### src/rtl/bv_pkg.sv
// Shared definitions for the rule-ID to bit-vector builder and its helpers.
package bv_pkg;

   localparam int WIDTH_BV_DEF    = 64;
   localparam int WIDTH_COUNT_DEF = 6;

   // Frame-tracking FSM encoding
   localparam logic [0:0] IDLE  = 1'b0;
   localparam logic [0:0] ACCUM = 1'b1;

   // Saturating increment: sticks at max_v instead of wrapping
   function automatic logic [31:0] sat_inc(input logic [31:0] v, input logic [31:0] max_v);
      if (v >= max_v) return max_v;
      return v + 32'd1;
   endfunction

endpackage

### src/rtl/countid_onehot_decode.sv
// Combinational rule-id to one-hot decoder; ids at or beyond WIDTH_BV decode
// to all zeros and raise out_of_range.
module countid_onehot_decode
   import bv_pkg::*;
#(
   parameter int WIDTH_BV    = WIDTH_BV_DEF,
   parameter int WIDTH_COUNT = WIDTH_COUNT_DEF
) (
   input  logic [WIDTH_COUNT-1:0] id,
   output logic [WIDTH_BV-1:0]    onehot,
   output logic                   out_of_range
);

   // Compare the id against every bit position; unmatched ids yield no bit
   always_comb begin
      onehot       = '0;
      out_of_range = (32'(id) >= 32'(WIDTH_BV));
      for (int k = 0; k < WIDTH_BV; k++) begin
         onehot[k] = (32'(id) == 32'(k));
      end
   end

endmodule

### src/rtl/bv_build_from_countid.sv
// Rebuilds a rule bit vector from a framed stream of rule ids. Each accepted
// id is ORed into an accumulator; the frame's last beat loads a registered
// output stage with the BV, beat count, duplicate flag and error flag.
module bv_build_from_countid
   import bv_pkg::*;
#(
   parameter int WIDTH_BV    = WIDTH_BV_DEF,
   parameter int WIDTH_COUNT = WIDTH_COUNT_DEF
) (
   input  logic                   clk,
   input  logic                   reset,
   input  logic                   id_valid,
   input  logic [WIDTH_COUNT-1:0] id,
   input  logic                   id_first,
   input  logic                   id_last,
   output logic                   id_ready,
   output logic                   bv_out_valid,
   output logic [WIDTH_BV-1:0]    bv_out,
   output logic [WIDTH_COUNT:0]   bv_out_cnt,
   output logic                   bv_out_dup,
   output logic                   bv_out_err,
   input  logic                   bv_out_ready
);

   localparam int          CW      = WIDTH_COUNT + 1;
   localparam logic [31:0] CNT_MAX = (32'd1 << CW) - 32'd1;

   logic [0:0]          state_q;
   logic [WIDTH_BV-1:0] acc_p0;
   logic [CW-1:0]       cnt_p0;
   logic                dup_p0;
   logic                err_p0;

   logic [WIDTH_BV-1:0] onehot;
   logic                oor;
   logic                accept;
   logic                beat_upd;
   logic                load;
   logic [WIDTH_BV-1:0] acc_n;
   logic [CW-1:0]       cnt_n;
   logic                dup_n;
   logic                err_n;

   countid_onehot_decode #(
      .WIDTH_BV    (WIDTH_BV),
      .WIDTH_COUNT (WIDTH_COUNT)
   ) u_decode (
      .id           (id),
      .onehot       (onehot),
      .out_of_range (oor)
   );

   // Input may be taken whenever the output slot is empty or being drained
   assign id_ready = !bv_out_valid || bv_out_ready;
   assign accept   = id_valid && id_ready;

   // Frame update for the current beat; orphan beats in IDLE leave it untouched
   always_comb begin
      beat_upd = 1'b0;
      acc_n    = acc_p0;
      cnt_n    = cnt_p0;
      dup_n    = dup_p0;
      err_n    = err_p0;
      if (accept && id_first) begin
         beat_upd = 1'b1;
         acc_n    = onehot;
         cnt_n    = CW'(1);
         dup_n    = 1'b0;
         err_n    = oor || (state_q == ACCUM);
      end else if (accept && (state_q == ACCUM)) begin
         beat_upd = 1'b1;
         acc_n    = acc_p0 | onehot;
         cnt_n    = CW'(sat_inc(32'(cnt_p0), CNT_MAX));
         dup_n    = dup_p0 || |(acc_p0 & onehot);
         err_n    = err_p0 || oor;
      end
      load = beat_upd && id_last;
   end

   // Stage p0: frame state and accumulator
   always_ff @(posedge clk or negedge reset) begin
      if (!reset) begin
         state_q <= IDLE;
         acc_p0  <= '0;
         cnt_p0  <= '0;
         dup_p0  <= 1'b0;
         err_p0  <= 1'b0;
      end else if (load) begin
         state_q <= IDLE;
         acc_p0  <= '0;
         cnt_p0  <= '0;
         dup_p0  <= 1'b0;
         err_p0  <= 1'b0;
      end else if (beat_upd) begin
         state_q <= ACCUM;
         acc_p0  <= acc_n;
         cnt_p0  <= cnt_n;
         dup_p0  <= dup_n;
         err_p0  <= err_n;
      end
   end

   // Stage p1: output register, loaded on frame end, cleared-valid on pop
   always_ff @(posedge clk or negedge reset) begin
      if (!reset) begin
         bv_out_valid <= 1'b0;
         bv_out       <= '0;
         bv_out_cnt   <= '0;
         bv_out_dup   <= 1'b0;
         bv_out_err   <= 1'b0;
      end else if (load) begin
         bv_out_valid <= 1'b1;
         bv_out       <= acc_n;
         bv_out_cnt   <= cnt_n;
         bv_out_dup   <= dup_n;
         bv_out_err   <= err_n;
      end else if (bv_out_valid && bv_out_ready) begin
         bv_out_valid <= 1'b0;
      end
   end

endmodule
### config.mk
export PLATFORM = sky130hd
export DESIGN_NAME = bv_build_from_countid
export DESIGN_NICKNAME = d
export VERILOG_FILES = /design/src/rtl/bv_pkg.sv /design/src/rtl/countid_onehot_decode.sv /design/src/rtl/bv_build_from_countid.sv
export SDC_FILE = /design/constraint.sdc
export NUM_CORES = 1
export LEC_CHECK = 0
export CAP_MARGIN = 20
export CELL_PAD_IN_SITES_DETAIL_PLACEMENT = 1
export CELL_PAD_IN_SITES_GLOBAL_PLACEMENT = 1
export CORE_AREA = 2 2 130 132
export CTS_CLUSTER_DIAMETER = 30
export DETAILED_ROUTE_END_ITERATION = 12
export DIE_AREA = 0 0 132 134
export GPL_ROUTABILITY_DRIVEN = 0
export GPL_TIMING_DRIVEN = 0
export PLACE_DENSITY = 0.9
export SETUP_SLACK_MARGIN = 0.2
export SLEW_MARGIN = 25
export SYNTH_ARGS = -nofsm -noshare
export SYNTH_HDL_FRONTEND = slang
export SYNTH_SLANG_ARGS = --single-unit
### constraint.sdc
create_clock -name clk -period 2.2 [get_ports clk]
set_input_delay 0.44 -clock clk [delete_from_list [all_inputs] [get_ports clk]]
set_output_delay 0.44 -clock clk [all_outputs]
set_load 0.02 [all_outputs]
==> flow_metrics.py, run 1 <==
metrics = {
    "status": {
        "status": "complete, but fails checks",
        "violations": "hold timing",
    },
    "layout": {
        "finalNetCount": 800,
        "diodes": 0,
        "fillers": 1700,
        "final_cell_mix": "146 x dfrtp_1, 135 x nor2_1, 74 x clkdlybuf4s50_1",
        "final_common_cell": "dfrtp_1",
        "final_util_pct": 58.4,
        "layout-drive-gt1-share_pct": 26.6,
        "syn2layout_area_growth_pct": 34.8,
        "fin_cells": 1020,
    },
    "routing": {
        "wl_per_cell_um": 27.9,
        "postRouteAntennaNets": 0,
        "drtIter0Drc": 637,
        "wl_um": 28500,
        "routed_via_density": 6.73,
        "via_count": 6862,
        "drt-pass1-iter-count": 5,
        "drc": 0,
    },
    "floorplanning": {
        "fp.dieW_um": 132,
        "num_rows": 47,
        "die-area_um2": 17700,
        "io_pins": 87,
        "start_util_pct": 43.3,
        "core-area_um2": 16300,
        "die_h_um": 134,
    },
    "synthesis": {
        "syn_nets": 681,
        "synth-edff-count": 0,
        "synth.distinct_cells": 64,
        "ys.warnings.count": 0,
        "synth-main-ff-cell": "dfrtp_1",
        "yosysTopAreaCell": "dfrtp_1",
        "yosysSeqAreaShare_pct": 52.5,
        "synth_top_area_share_pct": 52.5,
        "synthCells": 668,
        "synth_area_per_cell_um2": 10.6,
        "synth_area_leaders": "dfrtp_1 52%, a221oi_1 8.2%, a22o_1 8.1%",
        "synthArstFlopShare_pct": 100,
        "synth_seq_cells": 148,
        "syn_area_um2": 7060,
    },
    "clock_network": {
        "cts-hold-fix-buffers": 0,
        "clock_latency_ps": 440,
        "h-tree-depth": 4,
        "root_buffer": "clkbuf_16",
        "cts.clk_slew.worst_paths_ps": 60,
        "cts_buffers": 17,
        "cts_sinks": 148,
        "cts_tree": "done",
        "clockBufferDepth": 2,
    },
    "critical_path": {
        "crit_type": "in2reg",
        "reg2reg_from": "acc_p0[9]$_DFFE_PN0P_",
        "critPathCaptureType": "flop",
        "reg2reg_to": "dup_p0$_DFFE_PN0P_",
        "crit_end": "dup_p0$_DFFE_PN0P_",
        "crit_path_start_kind": "primary input",
        "crit_required_ps": 2510,
        "startpoint": "id[1]",
        "r2r_cells": 7,
        "ff2ff_setup_slack_ps": 200,
        "critical_path_arrival_ps": 2330,
        "critPathMaxFanout": 10,
    },
    "sta": {
        "relSlewSlack_pct": 59.2,
        "rsz0062_at_grt": "true",
        "worstMarginPinSlew_ps": 612,
        "fin_crit_sh_pct": 91.7,
        "hold_viol": 25,
        "maxSlewViolCount": 0,
        "setup_viol": 0,
        "tns_ps": 0,
        "max_freq_mhz": 496,
        "clock_skew_ps": 10.1,
        "hold-worst-slack_ps": -23.4,
        "post-route-min-period_ps": 2020,
    },
    "global_route": {
        "grt_pass1_wl_um": 43100,
        "grt_start_max_net_pins": 76,
        "antenna_found_initial": 0,
        "grt_usage_pct": 32.1,
        "grt.overflow.total": 0,
        "first_global_vias": 7342,
    },
    "place": {
        "numPortBuffers": 82,
        "dp_cells": 971,
        "dpl.hpwl_um": 16600,
    },
    "job": {
        "max_cap_violations": 0,
    },
    "power_and_ir_drop": {
        "p_leak_nw": 4.19,
        "power_density_nw_per_um2": 878,
        "total_power_w": 0.00835,
        "irDropWorstVdd_mv": 0.619,
    },
    "min_path": {
        "holdCritPathClass": "in2async",
    },
}
-- where the power goes --
| group | switching, W | total [W] | internal, W |
|---|---|---|---|
| sequential | 0.000228 | 0.00328 | 0.00305 |
| combinational | 0.00121 | 0.00210 | 0.000884 |
| clock | 0.00125 | 0.00298 | 0.00173 |
-- worst min path at each step --
stage,from,to,cells past startpoint
floorplan,reset,acc_p0[0]$_DFFE_PN0P_,0
global placement,bv_out_err$_DFFE_PN0P_,bv_out_err$_DFFE_PN0P_,2
detailed placement,reset,bv_out[12]$_DFFE_PN0P_,1
CTS,reset,bv_out[12]$_DFFE_PN0P_,1
global route,reset,bv_out[12]$_DFFE_PN0P_,1
finish,reset,bv_out[12]$_DFFE_PN0P_,1
-- registers in the layout, indices dropped and copies added (netlist names) --
name          count
cnt_p0            7
bv_out_err        1
bv_out_cnt        7
state_q           1
acc_p0           64
bv_out_dup        1
dup_p0            1
bv_out_valid      1
err_p0            1
bv_out           64
-- metal layers --
metal  global-route usage [%]  wire length (um)  vias up
met5                        0                 0        -
met4                     21.5              1980        0
met3                     9.86              2460      168
met2                     51.9             13600      502
met1                     36.7             10400     3434
li1                         -                 -     2758
-- metrics by stage --
step | hold WS (ps) | setup WS [ps] | cell area, um2
finish | -23.4 | 184 | 9520
detailed placement | 455 | -1080 | 8190
CTS | 0.119 | 144 | 9280
global route | 20.9 | 163 | 9520
global placement | 458 | -5430 | 8160
floorplan | 144 | 207 | 7070
-- logic make-up (layout without fill, tap and decap cells) --
kind of cell,count (synthesis),in the layout,share of synthesized area (%)
DFF,148,148,52.5
buffers and inverters,72,204,5.85
muxes,9,9,1.35
adders and majority gates,1,1,0.177
AOI/OAI and AO/OA,201,201,23.4
xor gates and xnor gates,3,3,0.372
and+or+nand+nor,234,234,16.3
-- critical path, cell delays in order --
cell	delay (ps)
buf_2	200
buf_8	190
and4bb_4	230
buf_6	170
a22oi_2	170
o21ai_0	120
a31oi_1	270
a41oi_2	90
nor4_4	370
o41ai_2	90
-- cell type report --
cell class | count | area, um2 | area share (%)
Multi-Input combinational cell | 448 | 3420 | 36.0
Clock buffer | 20 | 457 | 4.80
Timing Repair Buffer | 100 | 990 | 10.4
Clock inverter | 12 | 131 | 1.38
Buffer | 69 | 524 | 5.51
Inverter | 3 | 11.3 | 0.118
Tap cell | 220 | 275 | 2.89
Sequential cell | 148 | 3710 | 38.9
-- cell usage after synthesis, drive strengths merged, types with 3 or more instances --
| cell | number |
|---|---|
| mux2 | 4 |
| xor2 | 3 |
| a221oi | 66 |
| and3 | 5 |
| nor3 | 4 |
| mux2i | 5 |
| nor2 | 145 |
| a21oi | 12 |
| a22o | 65 |
| o21ai | 13 |
| nor2b | 3 |
| nand2 | 30 |
| nand3 | 14 |
| a22oi | 8 |
| or2 | 3 |
| a31oi | 10 |
| buf | 44 |
| a211oi | 3 |
| inv | 3 |
| a311oi | 3 |
| nand2b | 4 |
| dfrtp | 148 |
| and4bb | 4 |
| and4b | 5 |
| nor4b | 3 |
| clkbuf | 25 |
-- repair_timing --
| item | in CTS | in global routing |
|---|---|---|
| resized for setup | 96 | 80 |
| pin swaps | 8 | 7 |
| endpoints found under the hold margin | 0 | 0 |
| setup buffers | 13 | 2 |
| endpoints found under the setup margin | 144 | 102 |
| gates cloned | 1 | 1 |
No activity file was read; power rests on OpenSTA's default activity.
==> run 2: changes to the inputs <==
- CORE_AREA: 2 2 130 132 -> 4 4 132 134
- DIE_AREA: 0 0 132 134 -> 0 0 136 138
- clock period: 2.2 -> 2.1 ns (I/O delays scaled with it)
==> flow_metrics.py, run 2 (same netlist as run 1, synthesis figures left out) <==
metrics = {
    "clock_network": {
        "clock_latency_ps": 460,
        "cts_buffers": 17,
        "h-tree-depth": 4,
        "clockBufferDepth": 2,
        "root_buffer": "clkbuf_16",
        "cts_tree": "done",
        "cts.clk_slew.worst_paths_ps": 60,
        "cts_sinks": 148,
    },
    "sta": {
        "maxSlewViolCount": 0,
        "setup_viol": 3,
        "relSlewSlack_pct": 56.9,
        "post-route-min-period_ps": 2460,
        "fin_crit_sh_pct": 117,
        "hold-worst-slack_ps": 378,
        "setup_ws_ps": -365,
        "clock_skew_ps": 11.8,
        "worstMarginPinSlew_ps": 643,
        "rsz0062_at_grt": "true",
        "max_freq_mhz": 406,
        "hold_viol": 0,
    },
    "global_route": {
        "first_global_vias": 7631,
        "grt_usage_pct": 32.6,
        "antenna_found_initial": 2,
        "grt_pass1_wl_um": 46600,
        "grt.overflow.total": 0,
        "grt_start_max_net_pins": 88,
    },
    "routing": {
        "postRouteAntennaNets": 0,
        "drt-pass1-iter-count": 5,
        "drc": 0,
        "routed_via_density": 7.04,
        "wl_um": 35400,
        "drtIter0Drc": 786,
        "via_count": 7416,
        "wl_per_cell_um": 33.6,
    },
    "place": {
        "dpl_cell_area_um2": 8210,
        "dpl.hpwl_um": 16600,
        "numPortBuffers": 82,
    },
    "floorplanning": {
        "die-area_um2": 18800,
        "io_pins": 87,
        "start_util_pct": 43.3,
        "die_h_um": 138,
        "fp.dieW_um": 136,
        "core-area_um2": 16300,
        "num_rows": 47,
    },
    "layout": {
        "finalNetCount": 834,
        "final_common_cell": "dfrtp_1",
        "syn2layout_area_growth_pct": 44.5,
        "layout-drive-gt1-share_pct": 33.7,
        "fin_area_um2": 10200,
        "largestRegisters": "acc_p0 x64, bv_out x64",
        "final_cell_mix": "146 x dfrtp_1, 133 x nor2_1, 72 x clkdlybuf4s50_1",
        "diodes": 0,
    },
    "power_and_ir_drop": {
        "irDropWorstVdd_mv": 0.606,
        "total_power_w": 0.00908,
        "p_leak_nw": 4.57,
        "power_density_nw_per_um2": 890,
    },
    "job": {
        "max_cap_violations": 0,
    },
    "status": {
        "status": "complete, but fails checks",
        "violations": "setup timing",
    },
    "critical_path": {
        "crit_path_start_kind": "primary input",
        "crit_required_ps": 2410,
        "critical_path_arrival_ps": 2780,
        "crit_chain": "buf_8 -> buf_2 -> nand2_1 -> nor2_2 -> buf_6 -> a21oi_1 -> a22o_1 -> a31oi_4 -> nor4_2 -> buf_4 -> o41ai_4",
        "max_stage_delay_ps": 540,
        "critPathCaptureType": "flop",
        "critPathMaxFanout": 8,
        "crit_type": "in2reg",
        "critPathSlowestCell": "a21oi_1",
    },
    "min_path": {
        "holdCritPathClass": "in2reg",
    },
}
[run 2: cell count changes in the layout (fill, tap and decap cells not counted), sizes merged]
| cell | before | now |
|---|---|---|
| dlygate4sd3 | 0 | 1 |
| dlymetal6s2s | 2 | 3 |
| dlygate4sd2 | 2 | 3 |
| buf | 62 | 110 |
| clkdlybuf4s50 | 74 | 72 |
| clkbuf | 49 | 36 |
| clkinvlp | 4 | 1 |
[run 2: where the power goes]
part	switching, W	total (W)	internal [W]
clock	0.00134	0.00318	0.00183
sequential	0.000275	0.00347	0.00320
combinational	0.00142	0.00243	0.00101
total	0.00304	0.00908	0.00604
[run 2: path summary, 6_finish.rpt]
kind / from / endpoint / slack [ps] / cells after the start
hold reg to reg: bv_out_err$_DFFE_PN0P_ / bv_out_err$_DFFE_PN0P_ / 490 / 2
max in group asynchronous: reset / bv_out[35]$_DFFE_PN0P_ / 750 / 3
setup / recovery: id[3] / dup_p0$_DFFE_PN0P_ / -360 / 11
hold / removal: id_valid / state_q$_DFFE_PN0P_ / 380 / 4
min in group asynchronous: reset / acc_p0[7]$_DFFE_PN0P_ / 520 / 2
setup reg to reg: acc_p0[31]$_DFFE_PN0P_ / dup_p0$_DFFE_PN0P_ / -190 / 6
[run 2: what timing repair did]
action | in CTS | in global routing
hold endpoints to repair | 61 | 0
gates resized for setup | 142 | 145
hold buffers | 1 | 0
pin swaps | 12 | 19
cloned | 3 | 0
buffers inserted | 30 | 17
setup endpoints to repair | 143 | 136
[run 2: routing by layer]
layer	global-route usage (%)	share of wire [%]	up-vias
met1	39.4	35	3696
met3	8.54	11	255
li1	-	-	2825
met5	0	0.076	-
met4	20.6	8.3	4
met2	51.6	45	636
[run 2: critical path, delay by kind of cell]
kind / cells / cell delay [ps]
buffers and inverters: 4 / 630
AND/OR/NAND/NOR: 3 / 490
AO/OA/AOI/OAI: 4 / 1210
[run 2: area by class of cell]
class                      count  area, um2
fill                        1639       6090
sequential                   148       3710
multi-input combinational    448       3680
timing repair buffer         134       1330
buffer                        69        627
clock buffer                  22        474
tap                          220        275
clock inverter                 9        105
inverter                       3       11.3
[run 2: through the flow]
stage	TNS (ps)	setup WS, ps	util (%)	cells
2_1_floorplan	0	175	-	668
3_3_place_gp	-812910	-5530	50.2	970
3_5_place_dp	-83020	-998	50.4	971
4_1_cts	0	144	58.9	1036
5_1_grt	-674	-271	62.6	1053
6_report	-825	-365	62.6	1053
==> run 3: changes to the inputs <==
- CAP_MARGIN: 20 -> not set
==> results of run 3 <==
Same layout as run 2: the final DEF is identical, and so are final timing and power.
